File: src/rtl/img_pkg.sv
// Shared pixel-format constants and helpers for the binary image pipeline.
// Used by both the RGB-to-binary converter and the grayscale-to-RGB expander.
package img_pkg;

  localparam int PIX_W = 8;
  localparam int SUM_W = 2 * PIX_W;

  localparam logic [PIX_W-1:0] BIN_ON    = 8'hFF;
  localparam logic [PIX_W-1:0] BIN_OFF   = 8'h00;
  localparam logic [PIX_W-1:0] THR_RESET = 8'h80;

  // Q0.8 luma weights; they sum to 256 so white maps to 255 after truncation.
  localparam int DEF_COEF_R = 77;
  localparam int DEF_COEF_G = 150;
  localparam int DEF_COEF_B = 29;

  localparam int DEF_IMG_W = 256;
  localparam int DEF_IMG_H = 256;

  typedef struct packed {
    logic sof;
    logic eol;
    logic eof;
  } tag_t;

  function automatic logic [PIX_W-1:0] binarise(input logic [PIX_W-1:0] luma,
                                                input logic [PIX_W-1:0] thr);
    return (luma > thr) ? BIN_ON : BIN_OFF;
  endfunction

endpackage

File: src/rtl/raster_counter.sv
// Column/row position tracker producing start-of-frame, end-of-line and
// end-of-frame tags for the pixel currently presented at the stream input.
module raster_counter
  import img_pkg::*;
#(
  parameter int IMG_W = DEF_IMG_W,
  parameter int IMG_H = DEF_IMG_H,
  localparam int COL_W = (IMG_W > 1) ? $clog2(IMG_W) : 1,
  localparam int ROW_W = (IMG_H > 1) ? $clog2(IMG_H) : 1
) (
  input  logic clk,
  input  logic rst_n,
  input  logic step_i,
  output tag_t tag_o
);

  localparam logic [COL_W-1:0] COL_LAST = COL_W'(IMG_W - 1);
  localparam logic [ROW_W-1:0] ROW_LAST = ROW_W'(IMG_H - 1);

  logic [COL_W-1:0] col_q, col_d;
  logic [ROW_W-1:0] row_q, row_d;
  logic             colLast, rowLast;

  assign colLast = (col_q == COL_LAST);
  assign rowLast = (row_q == ROW_LAST);

  always_comb begin
    col_d = col_q;
    row_d = row_q;
    if (step_i) begin
      if (colLast) begin
        col_d = '0;
        row_d = rowLast ? '0 : row_q + 1'b1;
      end else begin
        col_d = col_q + 1'b1;
      end
    end
  end

  always_ff @(posedge clk or negedge rst_n) begin
    if (!rst_n) begin
      col_q <= '0;
      row_q <= '0;
    end else begin
      col_q <= col_d;
      row_q <= row_d;
    end
  end

  assign tag_o.sof = (col_q == '0) && (row_q == '0);
  assign tag_o.eol = colLast;
  assign tag_o.eof = colLast && rowLast;

endmodule

File: src/rtl/rgb_to_binary.sv
// Streaming RGB -> luma + thresholded binary pixel converter with raster tags.
// Two-stage pipeline that only moves when the output slot is free or drained.
module rgb_to_binary
  import img_pkg::*;
#(
  parameter int IMG_W  = DEF_IMG_W,
  parameter int IMG_H  = DEF_IMG_H,
  parameter int COEF_R = DEF_COEF_R,
  parameter int COEF_G = DEF_COEF_G,
  parameter int COEF_B = DEF_COEF_B
) (
  input  logic             clk,
  input  logic             rst_n,
  input  logic [PIX_W-1:0] in_r,
  input  logic [PIX_W-1:0] in_g,
  input  logic [PIX_W-1:0] in_b,
  input  logic             in_valid,
  output logic             in_ready,
  input  logic [PIX_W-1:0] threshold,
  output logic [PIX_W-1:0] out_gray,
  output logic [PIX_W-1:0] out_bin,
  output logic             out_sof,
  output logic             out_eol,
  output logic             out_eof,
  output logic             out_valid,
  input  logic             out_ready
);

  localparam logic [SUM_W-1:0] CR = SUM_W'(COEF_R);
  localparam logic [SUM_W-1:0] CG = SUM_W'(COEF_G);
  localparam logic [SUM_W-1:0] CB = SUM_W'(COEF_B);

  logic             advance;
  logic             inFire;
  tag_t             tagNow;
  logic [SUM_W-1:0] lumaSum_d;
  logic [PIX_W-1:0] luma_d;
  logic [PIX_W-1:0] thrUse_d;

  logic             s1Valid_q;
  logic [PIX_W-1:0] s1Luma_q;
  logic [PIX_W-1:0] s1Thr_q;
  tag_t             s1Tag_q;
  logic [PIX_W-1:0] thrLatched_q;

  logic             outValid_q;
  logic [PIX_W-1:0] outGray_q;
  logic [PIX_W-1:0] outBin_q;
  tag_t             outTag_q;

  assign advance  = !outValid_q || out_ready;
  assign in_ready = advance;
  assign inFire   = in_valid && advance;

  raster_counter #(
    .IMG_W(IMG_W),
    .IMG_H(IMG_H)
  ) u_raster (
    .clk   (clk),
    .rst_n (rst_n),
    .step_i(inFire),
    .tag_o (tagNow)
  );

  // The first pixel of a frame must already see the threshold it latches,
  // so the threshold travels with the pixel instead of being read at stage 2.
  always_comb begin
    lumaSum_d = CR * SUM_W'(in_r) + CG * SUM_W'(in_g) + CB * SUM_W'(in_b);
    luma_d    = PIX_W'(lumaSum_d >> PIX_W);
    thrUse_d  = tagNow.sof ? threshold : thrLatched_q;
  end

  always_ff @(posedge clk or negedge rst_n) begin
    if (!rst_n) begin
      s1Valid_q    <= 1'b0;
      s1Luma_q     <= '0;
      s1Thr_q      <= '0;
      s1Tag_q      <= '0;
      thrLatched_q <= THR_RESET;
    end else if (advance) begin
      s1Valid_q <= inFire;
      if (inFire) begin
        s1Luma_q <= luma_d;
        s1Thr_q  <= thrUse_d;
        s1Tag_q  <= tagNow;
        if (tagNow.sof) begin
          thrLatched_q <= threshold;
        end
      end
    end
  end

  // Flags are forced low on bubbles so they are only ever seen with out_valid.
  always_ff @(posedge clk or negedge rst_n) begin
    if (!rst_n) begin
      outValid_q <= 1'b0;
      outGray_q  <= '0;
      outBin_q   <= '0;
      outTag_q   <= '0;
    end else if (advance) begin
      outValid_q <= s1Valid_q;
      outTag_q   <= s1Valid_q ? s1Tag_q : '0;
      if (s1Valid_q) begin
        outGray_q <= s1Luma_q;
        outBin_q  <= binarise(s1Luma_q, s1Thr_q);
      end
    end
  end

  assign out_valid = outValid_q;
  assign out_gray  = outGray_q;
  assign out_bin   = outBin_q;
  assign out_sof   = outTag_q.sof;
  assign out_eol   = outTag_q.eol;
  assign out_eof   = outTag_q.eof;

endmodule

File: config.mk
export PLATFORM = sky130hd
export DESIGN_NAME = rgb_to_binary
export DESIGN_NICKNAME = d
export VERILOG_FILES = /design/src/rtl/img_pkg.sv /design/src/rtl/raster_counter.sv /design/src/rtl/rgb_to_binary.sv
export SDC_FILE = /design/constraint.sdc
export NUM_CORES = 1
export LEC_CHECK = 0
export CAP_MARGIN = 25
export CORE_MARGIN = 5
export CORE_UTILIZATION = 35
export CTS_CLUSTER_DIAMETER = 200
export DETAILED_ROUTE_END_ITERATION = 12
export SLEW_MARGIN = 20
export SYNTH_ARGS = -nofsm -noshare
export SYNTH_HDL_FRONTEND = slang
export SYNTH_SLANG_ARGS = --single-unit
File: constraint.sdc
create_clock -name clk -period 4.6 [get_ports clk]
set_clock_uncertainty 0.15 [all_clocks]
set_input_delay 0.92 -clock clk [delete_from_list [all_inputs] [get_ports clk]]
set_output_delay 0.92 -clock clk [all_outputs]
set_load 0.1 [all_outputs]
* Word level (Yosys, flattened, before mapping) *
Index checks and enable logic that the tools add are counted.

word-level totals
  flip-flop bits (word level) = 64
  input bits = 36
  logic and storage cells = 40
  output and inout bits = 21

cells by class
  reductions and logical operators = 10
  multiply operators = 3
  equality and inequality tests = 2
  $lt $le $gt $ge = 1
  add/subtract/negate cells = 4
  mux-type cells = 5

operators with widths
  cell                    number
  $mux W8                 4
  $mul A7 B8 Y15 const A  2
  $add A15 B16 Y16        1
  $add A16 B13 Y16        1
  $add A8 B1 Y8 const B   2
  $eq A8 B8 Y1 const B    2
  $logic_not A8 Y1        2
  $mul A5 B8 Y13 const A  1
  $gt A8 B8 Y1            1
  $reduce_and A2 Y1       3
  $logic_and A1 B1 Y1     3
  $mux W3                 1
  $logic_not A1 Y1        1
  $logic_or A1 B1 Y1      1

* Depth between registers and ports, before layout *
  depth after elaboration = 4
  gate-level depth with buffers = 25
  mapped depth without buffers = 25

* Hierarchy *
A second synthesis with hierarchy kept.

second synthesis, totals
  cells, all modules = 557
  area, all modules = 5616.6 µm²

by module, submodules not included
  module          area each (µm²)  sequential area each (µm²)  instances  cells each
  rgb_to_binary   4655.7           852.1                       1          461
  raster_counter  960.9            400.4                       1          96

* Worst setup path before layout *
Ideal clock, no wire load.

  kind = input -> register
  start = in in_g[4]
  end = reg s1Luma_q[7]
  path buffers = 0
  library setup time = 0.069 ns
  stages = 21
  slack = -2.195 ns
  arrival time = 6.576 ns
  data required time = 4.381 ns
  cell sequence = ha_1 > ha_1 > inv_1 > fa_1 > fa_1 > inv_1 > ha_1 > xnor2_1 > fa_1 > fa_1 > inv_1 > fa_1 > fa_1 > inv_1 > ha_1 > a21oi_1 > o21a_1 > o22ai_1 > mux2_2 > nor4_1 > nand3b_1

between the ends
  longest elaborated chain between the ends = 3

ends and longest elaborated chain
  what                  RTL line             source
  from (decl)           rgb_to_binary.sv:15  input logic [PIX_W-1:0] in_g,
  $mul A7 B8 Y15        rgb_to_binary.sv:68  lumaSum_d = CR * SUM_W'(in_r) + CG * SUM_W'(in_g) + CB * SUM_W'(in_b);
  $add A15 B16 Y16      rgb_to_binary.sv:68
  $add A16 B13 Y16      rgb_to_binary.sv:68
  to (signal assigned)  rgb_to_binary.sv:83  s1Luma_q <= luma_d;
  to (decl)             rgb_to_binary.sv:41  logic [PIX_W-1:0] s1Luma_q;

No other way between the ends.
A chain may end at the register's enable or synchronous reset.

* Worst setup path in the final report *
  start = in in_g[6]
  end = reg s1Luma_q[7]

Same word-level chain as after synthesis.

==> results.txt <==
- Asr flop ratio synth: 100%
- In the final routed layout, each cell accounts on average for 13.7 microns.
- After the first detailed-routing iteration, the DRC count stood at 109.
- Worst-case setup margin in the final layout: -1700 ps
* Worst min-delay path startpoint: out_sof
* Type of the worst min-delay path: reg2reg
* Flop and latch count out of synthesis: 50
- The worst register-to-register path begins at u_raster.col_q[0].
- Clock period minus worst slack: 6300 ps
* Number of clock buffers inserted by TritonCTS: 5
- Instance count of the mapped netlist: 548
- CTS tree: yes
- Worst-case hold slack: 315 ps
- Headroom to the max-slew limit: 34.2%
- Number of cell rows: 45
- STA puts the critical path data arrival time at 6320 ps.
* Post-route core utilization: 49.7%
- Mean cell area of the mapped netlist: 9.97 sq um
* Critical path origin: in_g[6]
- Number of vias after detailed routing: 4224
- Global routing consumed, over all layers together, 14.4% of the routing resources.
- The H-tree was split into 2 levels.
- Global routing used 2.24% of the available met3 tracks.
* Nets: 876
* Routed wire length: 12.3 mm
- Worst setup path class: in2reg
* Clk_lat worst skew: 290 ps
- Run status: complete, but fails checks
* Initial core utilization: 35.8%
* Maximum number of pins on one net before global-route repair: 31
- Weighted congestion reported at the end of routability-driven placement: 0.843
- The die covers 18200 sq um.
* Number of global-route vias before repair: 4669
- Number of clock sinks seen by CTS: 50
* Nature of the critical path startpoint: input pin
* Proportion of layout cells with a drive suffix above 1: 27.8%
- Die span in x: 135 microns
* ANT nets after route: 0
* Met2 track demand over resource: 26.1%
* Warnings, synthesis: 0
- Among all flip-flop cells after synthesis, the most frequent one is sky130_fd_sc_hd__dfrtp_1.
- For this run, the detailed router's first-pass iteration total came to 4.
- DR vias/cell: 4.69
* Residual overflow from global routing: 0
* DRC violation count after routing: 0
- CORE AREA: 15300 sq um
* Dpl hpwl: 10.2 mm
* Number of hold violations in the final report: 0
* Violated checks: negative setup slack
* Inserted Diodes: 0
- Max-cap violations: 0
- The initial antenna violation count is 0.
- I/O pins: 57
- After clock tree synthesis, the clock-pin slew on the worst setup and hold paths is 60 ps.
* Die height: 135 microns
* Layout Area Growth over Synthesis: 38.8%
- The synthesized design contains 0 enable-type register cells.
- Least-Margin Pin Slew: 984 ps
* Unrepaired setup endpoints after global routing: yes
- Synthesis instantiated 49 different standard cells from the library.
* Synthesized area: 5460 sq um
* Routing layer with the top usage in global route: met2
- Part of the Yosys area used for sequential elements: 22.9%
- Max Fclk: 159 MHz
- Total setup violations reported at the end of the flow: 8
* Met1 layer usage reported by global route: 17.8%
- The count of buffers added on input and output ports is 56.
* Required @ worst endpoint: 4620 ps
- Maximum fanout count along the critical path: 3
- Final period utilization: 137%
- The first global-routing pass estimated 21.6 mm of wire.
- The number of nets handed over by synthesis was 735.
- The cell sitting at the root of the clock tree is a sky130_fd_sc_hd__clkbuf_16.
* Max-slew violations: 0
- CTS Buffer Depth: 2
- The worst setup path is captured at a flip-flop.
==> cell usage after synthesis, types with 2 or more instances <==
cell	instances	share of area [%]
sky130_fd_sc_hd__clkbuf_1	2	0.14
sky130_fd_sc_hd__a31oi_1	2	0.23
sky130_fd_sc_hd__nor3_1	5	0.46
sky130_fd_sc_hd__and3_1	6	0.69
sky130_fd_sc_hd__o21a_1	4	0.55
sky130_fd_sc_hd__nor2_1	13	0.89
sky130_fd_sc_hd__o22ai_1	2	0.23
sky130_fd_sc_hd__o21ai_0	25	2.3
sky130_fd_sc_hd__ha_1	96	22
sky130_fd_sc_hd__buf_4	7	0.96
sky130_fd_sc_hd__nand3_1	11	1.0
sky130_fd_sc_hd__nor2b_1	5	0.57
sky130_fd_sc_hd__o21ai_1	5	0.46
sky130_fd_sc_hd__a2111oi_4	2	1.0
sky130_fd_sc_hd__mux2_2	10	2.1
sky130_fd_sc_hd__nor4_1	3	0.34
sky130_fd_sc_hd__nand4_1	9	1.0
sky130_fd_sc_hd__xnor2_1	17	2.7
sky130_fd_sc_hd__and2_1	3	0.34
sky130_fd_sc_hd__dfrtp_1	49	22
sky130_fd_sc_hd__nand2b_1	3	0.34
sky130_fd_sc_hd__mux2i_1	2	0.37
sky130_fd_sc_hd__buf_2	3	0.27
sky130_fd_sc_hd__fa_1	55	20
sky130_fd_sc_hd__or2_2	2	0.23
sky130_fd_sc_hd__nand2_1	47	3.2
sky130_fd_sc_hd__o211ai_1	3	0.41
sky130_fd_sc_hd__inv_1	106	7.3
sky130_fd_sc_hd__a21o_1	7	0.96
sky130_fd_sc_hd__a21oi_1	18	1.6
sky130_fd_sc_hd__or3_1	2	0.23
sky130_fd_sc_hd__xor2_1	7	1.1
==> final cells by class <==
cell class	count	area, sq um
clock inverters	2	60.1
multi-input cells	379	4220
repair buffers	146	1250
flip-flops and latches	50	1250
clock buffers	6	139
inverters	107	402
well taps	211	264
fillers	1363	7670
==> layout by cell type (no fill, tap or decap), drive strengths merged, types with 3 or more instances in the layout <==
cell	Yosys	routed
nand2	47	47
nor2	14	14
o211ai	3	3
a2111oi	4	4
nor2b	5	5
buf	10	97
mux2	10	10
and3	6	6
inv	107	107
and2	3	3
nand2b	3	3
nand4	9	9
a21oi	18	18
clkbuf	2	8
clkdlybuf4s50	0	47
o21a	4	4
o21ai	31	31
xnor2	17	17
dfrtp	49	49
nor4	3	3
ha	96	96
xor2	7	7
nand3	11	11
nor3	5	5
fa	55	55
a21o	7	7
==> cell families (layout without fill, tap and decap cells) <==
kind of cell,count (synthesis),in the layout,synth area share (%)
adder cells (fa/ha/maj),151,151,42.1
flip-flops,50,50,22.9
XOR/XNOR,24,24,3.85
AND/OR/NAND/NOR,113,113,9.94
multiplexers,12,12,2.43
AO/OA/AOI/OAI,79,79,10.0
buffers and inverters,119,261,8.72
==> per-stage QoR <==
step	area (sq um)	setup TNS, ps	instances	worst slack, ps
after floorplan	5640	-11480	548	-1730
after global placement	6960	-17630	881	-2410
after detailed placement	6980	-17880	882	-2510
after CTS	7460	-12270	899	-1770
after global routing	7590	-13420	901	-1970
final	7590	-11640	901	-1700
==> worst max-delay path, cell delays in order <==
cell and delay, ps:
sky130_fd_sc_hd__buf_6 100, sky130_fd_sc_hd__ha_4 230, sky130_fd_sc_hd__ha_4 260, sky130_fd_sc_hd__inv_2 30
sky130_fd_sc_hd__fa_1 460, sky130_fd_sc_hd__fa_1 530, sky130_fd_sc_hd__inv_2 50, sky130_fd_sc_hd__ha_4 250
sky130_fd_sc_hd__xnor2_2 180, sky130_fd_sc_hd__fa_1 460, sky130_fd_sc_hd__fa_1 530, sky130_fd_sc_hd__inv_2 40
sky130_fd_sc_hd__fa_2 410, sky130_fd_sc_hd__fa_1 510, sky130_fd_sc_hd__inv_2 50, sky130_fd_sc_hd__ha_4 290
sky130_fd_sc_hd__a21oi_4 60, sky130_fd_sc_hd__o21a_1 190, sky130_fd_sc_hd__o22ai_2 210, sky130_fd_sc_hd__mux2_4 330
sky130_fd_sc_hd__o211ai_1 160, sky130_fd_sc_hd__nand3b_1 90
==> worst paths after layout <==
check,depth (start not counted),to,slack (ps)
worst max-delay path,22,s1Luma_q[7],-1700
worst max register to register,6,s1Thr_q[0],2010
min in group asynchronous,1,u_raster.row_q[4],430
max in group asynchronous,2,thrLatched_q[7],3260
worst min register to register,2,out_sof,320
worst min-delay path,2,out_sof,320
==> layer usage <==
layer / routed length [microns] / part of all wire (%)
met1: 5360 / 43
met2: 6270 / 51
met3: 454 / 3.7
met4: 240 / 1.9
met5: 0 / 0
==> what timing repair did <==
item,CTS,global route
buffers inserted,9,3
pin swaps,50,33
hold buffers,0,0
gates resized for setup,61,28
setup endpoints to repair,8,8
==> state kept, by name, indices dropped and copies added (netlist names), 3 cells and up <==
signal	cells
s1Thr_q	8
s1Luma_q	8
s1Tag_q	3
out_gray	8
u_raster.row_q	8
u_raster.col_q	8
Power is left out: the tool's default activity adds up to more than one toggle a clock period on the data nets, which glitch-free logic cannot reach.
